[src/rtl/fix_requant_stream.sv]
// fix_requant_stream: two-stage streaming fixed-point requantiser (shift/round, then sat/wrap).
// Define REQUANT_STATS_EN to build the sticky overflow flag and overflow beat counter.
module fix_requant_stream #(
    parameter int IN_W   = 32,
    parameter int IN_FW  = 16,
    parameter int OUT_W  = 16,
    parameter int OUT_FW = 12,
    parameter int CH     = 2
) (
    input  logic                clk,
    input  logic                rst,
    input  logic [1:0]          rnd_mode,
    input  logic                sat_en,
    input  logic                in_valid,
    output logic                in_ready,
    input  logic [CH*IN_W-1:0]  in_data,
    output logic                out_valid,
    input  logic                out_ready,
    output logic [CH*OUT_W-1:0] out_data,
    output logic                ovf_flag,
    output logic [15:0]         ovf_cnt,
    input  logic                clr_cnt
);

    localparam int SH = IN_FW - OUT_FW;
    localparam int RS = (SH > 0) ? SH : 1;
    localparam int LS = (SH < 0) ? -SH : 0;
    localparam int RW = (SH > 0) ? IN_W + 1 : IN_W + LS;

    localparam logic [RW-1:0] P_HALF = {{(RW-1){1'b0}}, 1'b1} << (RS - 1);
    localparam logic [RW-1:0] P_HALF_M1 = P_HALF - {{(RW-1){1'b0}}, 1'b1};
    localparam logic [OUT_W-1:0] P_MAX = {1'b0, {(OUT_W-1){1'b1}}};
    localparam logic [OUT_W-1:0] P_MIN = {1'b1, {(OUT_W-1){1'b0}}};

    logic                w_adv;
    logic [CH*RW-1:0]    w_r;
    logic [CH*OUT_W-1:0] w_q;
    logic [CH-1:0]       w_ovf;

    logic                r_s1_v;
    logic                r_s1_sat;
    logic [CH*RW-1:0]    r_s1_r;
    logic                r_s2_v;
    logic [CH*OUT_W-1:0] r_s2_q;

    // Both stages move together; a stalled output freezes the whole pipe.
    assign w_adv     = !r_s2_v || out_ready;
    assign in_ready  = w_adv;
    assign out_valid = r_s2_v;
    assign out_data  = r_s2_q;

    for (genvar k = 0; k < CH; k++) begin : g_lane
        logic [IN_W-1:0]  w_x;
        logic [RW-1:0]    w_s1;
        logic [RW-OUT_W:0] w_top;

        assign w_x = in_data[k*IN_W +: IN_W];

        if (SH > 0) begin : g_rsh
            logic signed [RW-1:0] w_xe;
            logic signed [RW-1:0] w_bias;
            logic signed [RW-1:0] w_sum;

            assign w_xe = {w_x[IN_W-1], w_x};

            always_comb begin
                w_bias = '0;
                case (rnd_mode)
                    2'd1:    w_bias = P_HALF;
                    2'd2:    w_bias = P_HALF_M1 + {{(RW-1){1'b0}}, w_x[RS]};
                    default: w_bias = '0;
                endcase
            end

            assign w_sum = w_xe + w_bias;
            assign w_r[k*RW +: RW] = w_sum >>> RS;
        end else if (SH == 0) begin : g_pass
            assign w_r[k*RW +: RW] = w_x;
        end else begin : g_lsh
            assign w_r[k*RW +: RW] = {{LS{w_x[IN_W-1]}}, w_x} << LS;
        end

        // In range iff every bit from the output sign bit upward agrees.
        assign w_s1     = r_s1_r[k*RW +: RW];
        assign w_top    = w_s1[RW-1:OUT_W-1];
        assign w_ovf[k] = !((&w_top) || !(|w_top));

        assign w_q[k*OUT_W +: OUT_W] = (w_ovf[k] && r_s1_sat)
                                     ? (w_s1[RW-1] ? P_MIN : P_MAX)
                                     : w_s1[OUT_W-1:0];
    end

    always_ff @(posedge clk or posedge rst) begin
        if (rst) begin
            r_s1_v   <= 1'b0;
            r_s1_sat <= 1'b0;
            r_s1_r   <= '0;
            r_s2_v   <= 1'b0;
            r_s2_q   <= '0;
        end else if (w_adv) begin
            r_s1_v <= in_valid;
            r_s2_v <= r_s1_v;
            if (in_valid) begin
                r_s1_sat <= sat_en;
                r_s1_r   <= w_r;
            end
            if (r_s1_v) begin
                r_s2_q <= w_q;
            end
        end
    end

`ifdef REQUANT_STATS_EN
    logic        r_s2_ovf;
    logic        r_flag;
    logic [15:0] r_cnt;

    always_ff @(posedge clk or posedge rst) begin
        if (rst) begin
            r_s2_ovf <= 1'b0;
            r_flag   <= 1'b0;
            r_cnt    <= '0;
        end else begin
            if (w_adv) begin
                r_s2_ovf <= r_s1_v && (|w_ovf);
            end
            // Clear beats a same-cycle increment.
            if (clr_cnt) begin
                r_flag <= 1'b0;
                r_cnt  <= '0;
            end else if (r_s2_v && out_ready && r_s2_ovf) begin
                r_flag <= 1'b1;
                if (r_cnt != 16'hFFFF) begin
                    r_cnt <= r_cnt + 16'd1;
                end
            end
        end
    end

    assign ovf_flag = r_flag;
    assign ovf_cnt  = r_cnt;
`else
    logic w_unused;
    assign w_unused = clr_cnt;
    assign ovf_flag = 1'b0;
    assign ovf_cnt  = '0;
`endif

endmodule

[config.mk]
export PLATFORM = sky130hd
export DESIGN_NAME = fix_requant_stream
export DESIGN_NICKNAME = d
export VERILOG_FILES = /design/src/rtl/fix_requant_stream.sv
export SDC_FILE = /design/constraint.sdc
export NUM_CORES = 1
export LEC_CHECK = 0
export BUFFER_PORTS_ARGS = -buffer_cell sky130_fd_sc_hd__buf_2
export CAP_MARGIN = 0
export CORE_MARGIN = 1
export CORE_UTILIZATION = 49
export DETAILED_ROUTE_END_ITERATION = 10
export GPL_TIMING_DRIVEN = 0
export HOLD_SLACK_MARGIN = 0.12
export PLACE_DENSITY = 0.77
export REMOVE_ABC_BUFFERS = 1
export SLEW_MARGIN = 25
export SYNTH_ARGS = -nofsm -noshare
export SYNTH_HDL_FRONTEND = slang
export SYNTH_SLANG_ARGS = --single-unit
[constraint.sdc]
create_clock -name clk -period 2.77 [get_ports clk]
set_input_delay 0.277 -clock clk [delete_from_list [all_inputs] [get_ports clk]]
set_output_delay 0.277 -clock clk [all_outputs]
set_load 0.01 [all_outputs]
==> impl_summary.log <==
[metrics] vertical die dimension: 104 um
[metrics] clock latency at the later pin of the worst-skew pair: 360 ps
[metrics] unrepaired setup endpoints after global routing: no
[metrics] CTS tree: yes
[metrics] Top-Level Pins: 123
[metrics] maximum number of pins on one net before global-route repair: 85
[metrics] path class of the lowest-slack min-delay path: in -> reg
[metrics] fraction of layout instances using a drive strength above 1: 19.9%
[metrics] residual DRC count: 0
[metrics] final hold viol count: 0
[metrics] Die X-Extent: 104 um
[metrics] detailed-placement wirelength estimate: 8.23 mm
[metrics] number of nets still failing antenna checks after routing: 0
[metrics] wire length of the first global-routing pass: 19.2 mm
[metrics] number of nets in the finished design: 755
[metrics] warnings from Yosys: 0
[metrics] static leakage: 2.71 nW
[metrics] worst-case register-to-register setup slack: 330 ps
[metrics] drt first-iter violations: 177
[metrics] maximum net fanout on the critical path: 17
[metrics] Initial Utilization: 51.4%
[metrics] critical path required time: 3060 ps
[metrics] average wire length per cell after detail routing: 14.1 um
[metrics] DR vias: 4418
[metrics] final instance area: 0.00591 mm^2
[metrics] mean instance size in the synthesized netlist: 8.69 um^2
[metrics] launch instance of the worst min-delay path: sat_en
[metrics] total of endpoints with negative setup slack in the final report: 0
[metrics] startpoint types: primary input
[metrics] part of the cycle the worst path needs: 88.2%
[metrics] Std-Cell Core Area: 0.00995 mm^2
[metrics] post-synthesis cell count: 589
[metrics] Max rail drop VDD: 383 uV
[metrics] Antenna diodes: 0
[metrics] worst endpoint data arrival time: 2730 ps
[metrics] area enclosed by the die boundary: 0.0109 mm^2
[metrics] kind of capture point of the worst setup path: flop
[metrics] worst reg2reg endpoint: out_data[25]$_DFFE_PP0P_
[metrics] Min Clock Period, post-route: 2440 ps
[metrics] CTS H-tree depth: 3
[metrics] outcome: finished clean
[metrics] Reg-to-Reg Start: out_valid$_DFFE_PP0N_
[metrics] total iterations of the first detailed-routing run: 5
[metrics] antenna violations before repair: 0
[metrics] setup_tns: 0 ps
[metrics] Fillers: 917
[metrics] clock root cell: clkbuf_8
[metrics] sink of the worst hold path: r_s1_sat$_DFFE_PP0P_
[metrics] power density over the cells: 638 mW/mm^2
[metrics] signed area change from the synthesized netlist to the final layout: 15.6%
[metrics] worst setup path startpoint: rnd_mode[0]
[metrics] share of flip-flops with an asynchronous set or reset after synthesis: 100%
[metrics] maximum buffer depth of the clock tree: 2
[metrics] port bufs: 104
[metrics] DR vias/cell: 5.43
[metrics] Max Cap Violations: 0
[metrics] DP Area: 0.00568 mm^2
[metrics] core utilization of the finished layout: 59.4%
[metrics] clk sinks: 93
[metrics] cells on worst reg2reg path: 4
[metrics] clock transition at the registers of the reported paths: 90 ps
[metrics] Worst Clk Skew: 12.1 ps
[metrics] TritonCTS buffer count: 9
[metrics] dominant register cell in the synthesized netlist: dfrtp_1
[metrics] Fmax achieved: 0.409 GHz
[metrics] flops & latches, synth: 93
[metrics] Post-CTS Repair Setup Buffers: 0
[metrics] number of enable-type register cells in the synthesized netlist: 0
[metrics] number of placement rows: 36
[metrics] worst slew margin relative to its limit: 44.5%
[metrics] Max Transition Viols Final: 0
[metrics] vias in the first global route: 4191
[metrics] total global-route track usage: 21.7%
[metrics] sequential fraction of the synthesis area: 45.5%
[metrics] wirelength, routed: 11.5 mm
[metrics] Overflow after GRT: 0
[metrics] Final GP Congestion: 0.783
[metrics] count of cells along the worst hold path: 3
[metrics] area of the mapped netlist: 0.00512 mm^2
[metrics] critical path type: in -> reg
[metrics] Synth cell types: 49
[metrics] slew of the pin with the lowest slew margin: 832 ps
## Yosys cell counts, types with 2 or more instances
| master | number | share of area, % |
|---|---|---|
| mux2i_1 | 3 | 0.59 |
| dfrtp_1 | 93 | 45 |
| nand2b_1 | 2 | 0.24 |
| nand2_1 | 110 | 8.1 |
| nor2b_1 | 2 | 0.24 |
| a211o_1 | 3 | 0.51 |
| nand3_1 | 69 | 6.7 |
| buf_4 | 17 | 2.5 |
| nand4_1 | 14 | 1.7 |
| or4_1 | 8 | 1.2 |
| buf_2 | 9 | 0.88 |
| o21ai_0 | 47 | 4.6 |
| nor3_1 | 11 | 1.1 |
| a21oi_1 | 25 | 2.4 |
| inv_1 | 10 | 0.73 |
| o21ai_1 | 2 | 0.20 |
| xor2_1 | 26 | 4.5 |
| and3_1 | 15 | 1.8 |
| or3_1 | 2 | 0.24 |
| xnor2_1 | 20 | 3.4 |
| clkbuf_1 | 22 | 1.6 |
| a31oi_1 | 2 | 0.24 |
| nor2_1 | 25 | 1.8 |
| and4_1 | 6 | 1.0 |
| and2_1 | 6 | 0.73 |
| nand4b_1 | 4 | 0.68 |
| ha_1 | 8 | 2.0 |
| a211oi_1 | 4 | 0.59 |
| nor4_1 | 4 | 0.49 |
## repair_timing
action,4_1_cts,5_1_grt
endpoints found under the setup margin,3,3
endpoints found under the hold margin,42,0
pin swaps,0,0
hold buffers,1,0
resized for setup,1,1
## per-layer routing
metal | GRT usage, % | wire, um | share of wire (%)
met1 | 28.3 | 5180 | 45
met2 | 37.0 | 5720 | 50
met3 | 3.88 | 468 | 4.1
met4 | 6.33 | 130 | 1.1
met5 | 0 | 0 | 0
## where the power goes
group / total, mW / switching [mW] / internal [mW] / leakage (nW)
clock: 0.940 / 0.491 / 0.449 / 0.107
sequential: 1.87 / 0.203 / 1.67 / 1.11
combinational: 0.962 / 0.575 / 0.388 / 1.49
## layout by cell type (no fill, tap or decap), types with 5 or more instances in the layout
cell,synthesis,layout
nor2_1,25,25
and2_1,6,5
a21oi_1,25,25
dfrtp_1,93,93
nand4_1,14,14
nand2_1,110,109
xor2_1,26,26
or4_1,8,8
and4_1,6,6
ha_1,8,8
nand3_1,69,69
buf_2,9,104
conb_1,1,17
and3_1,15,15
inv_1,10,9
xnor2_1,20,20
o21ai_0,47,47
clkbuf_8,0,10
nor3_1,11,11
## state kept, by name (all words and copies together), names as in the netlist
register,flops
r_s1_sat,1
out_valid,1
r_s1_v,1
out_data,32
r_s1_r,58
## critical path: stages
cell     delay, ps
buf_2           90
inv_1           40
ha_1           250
a21oi_1        140
nor2_1          60
ha_1           310
nand3_1        150
a21oi_4        410
nand4_4        320
or4_1          560
nand4_1        110
## cells by family (layout without fill, tap and decap cells)
logic type | Yosys count | count (layout) | share of synthesized area, %
AND/OR/NAND/NOR | 289 | 289 | 28.3
flip-flops | 93 | 93 | 45.5
AO/OA/AOI/OAI | 90 | 90 | 9.73
buffers and inverters | 58 | 133 | 5.72
XOR/XNOR | 46 | 46 | 7.87
adder cells (fa/ha/maj) | 8 | 8 | 1.96
multiplexers | 4 | 4 | 0.807
other | 1 | 17 | 0.0733
## per-stage QoR
step / instances / power [mW] / setup slack (ps) / hold slack [ps]
after detailed placement: 796 / 2.86 / -394 / 327
after floorplan: 557 / 2.41 / 60.2 / 382
after CTS: 813 / 3.81 / 200 / 124
final: 813 / 3.78 / 326 / 128
after global routing: 813 / 4.01 / 140 / 133
after global placement: 794 / 2.80 / -932 / 461
## how the worst max path moves through the flow
| stage | end | cells past startpoint | slack (ps) |
|---|---|---|---|
| 6_report | r_s1_r[56]$_DFFE_PP0P_ | 11 | 330 |
| 3_5_place_dp | r_s1_r[56]$_DFFE_PP0P_ | 11 | -390 |
| 3_3_place_gp | r_s1_r[23]$_DFFE_PP0P_ | 2 | -930 |
| 5_1_grt | out_data[30]$_DFFE_PP0P_ | 4 | 140 |
| 2_1_floorplan | r_s1_r[60]$_DFFE_PP0P_ | 5 | 60 |
| 4_1_cts | r_s1_r[58]$_DFFE_PP0P_ | 11 | 200 |
## area by class of cell
class                           count  area (um^2)  area share, %
Multi-Input combinational cell    454         2580           43.7
Sequential cell                    93         2330           39.3
Timing Repair Buffer              107          586           9.90
Tap cell                          133          166           2.81
Clock buffer                       10          138           2.33
Clock inverter                      6         70.1           1.18
Inverter                           10         42.5          0.719
Note: power is estimated with default switching activity, not from simulation.
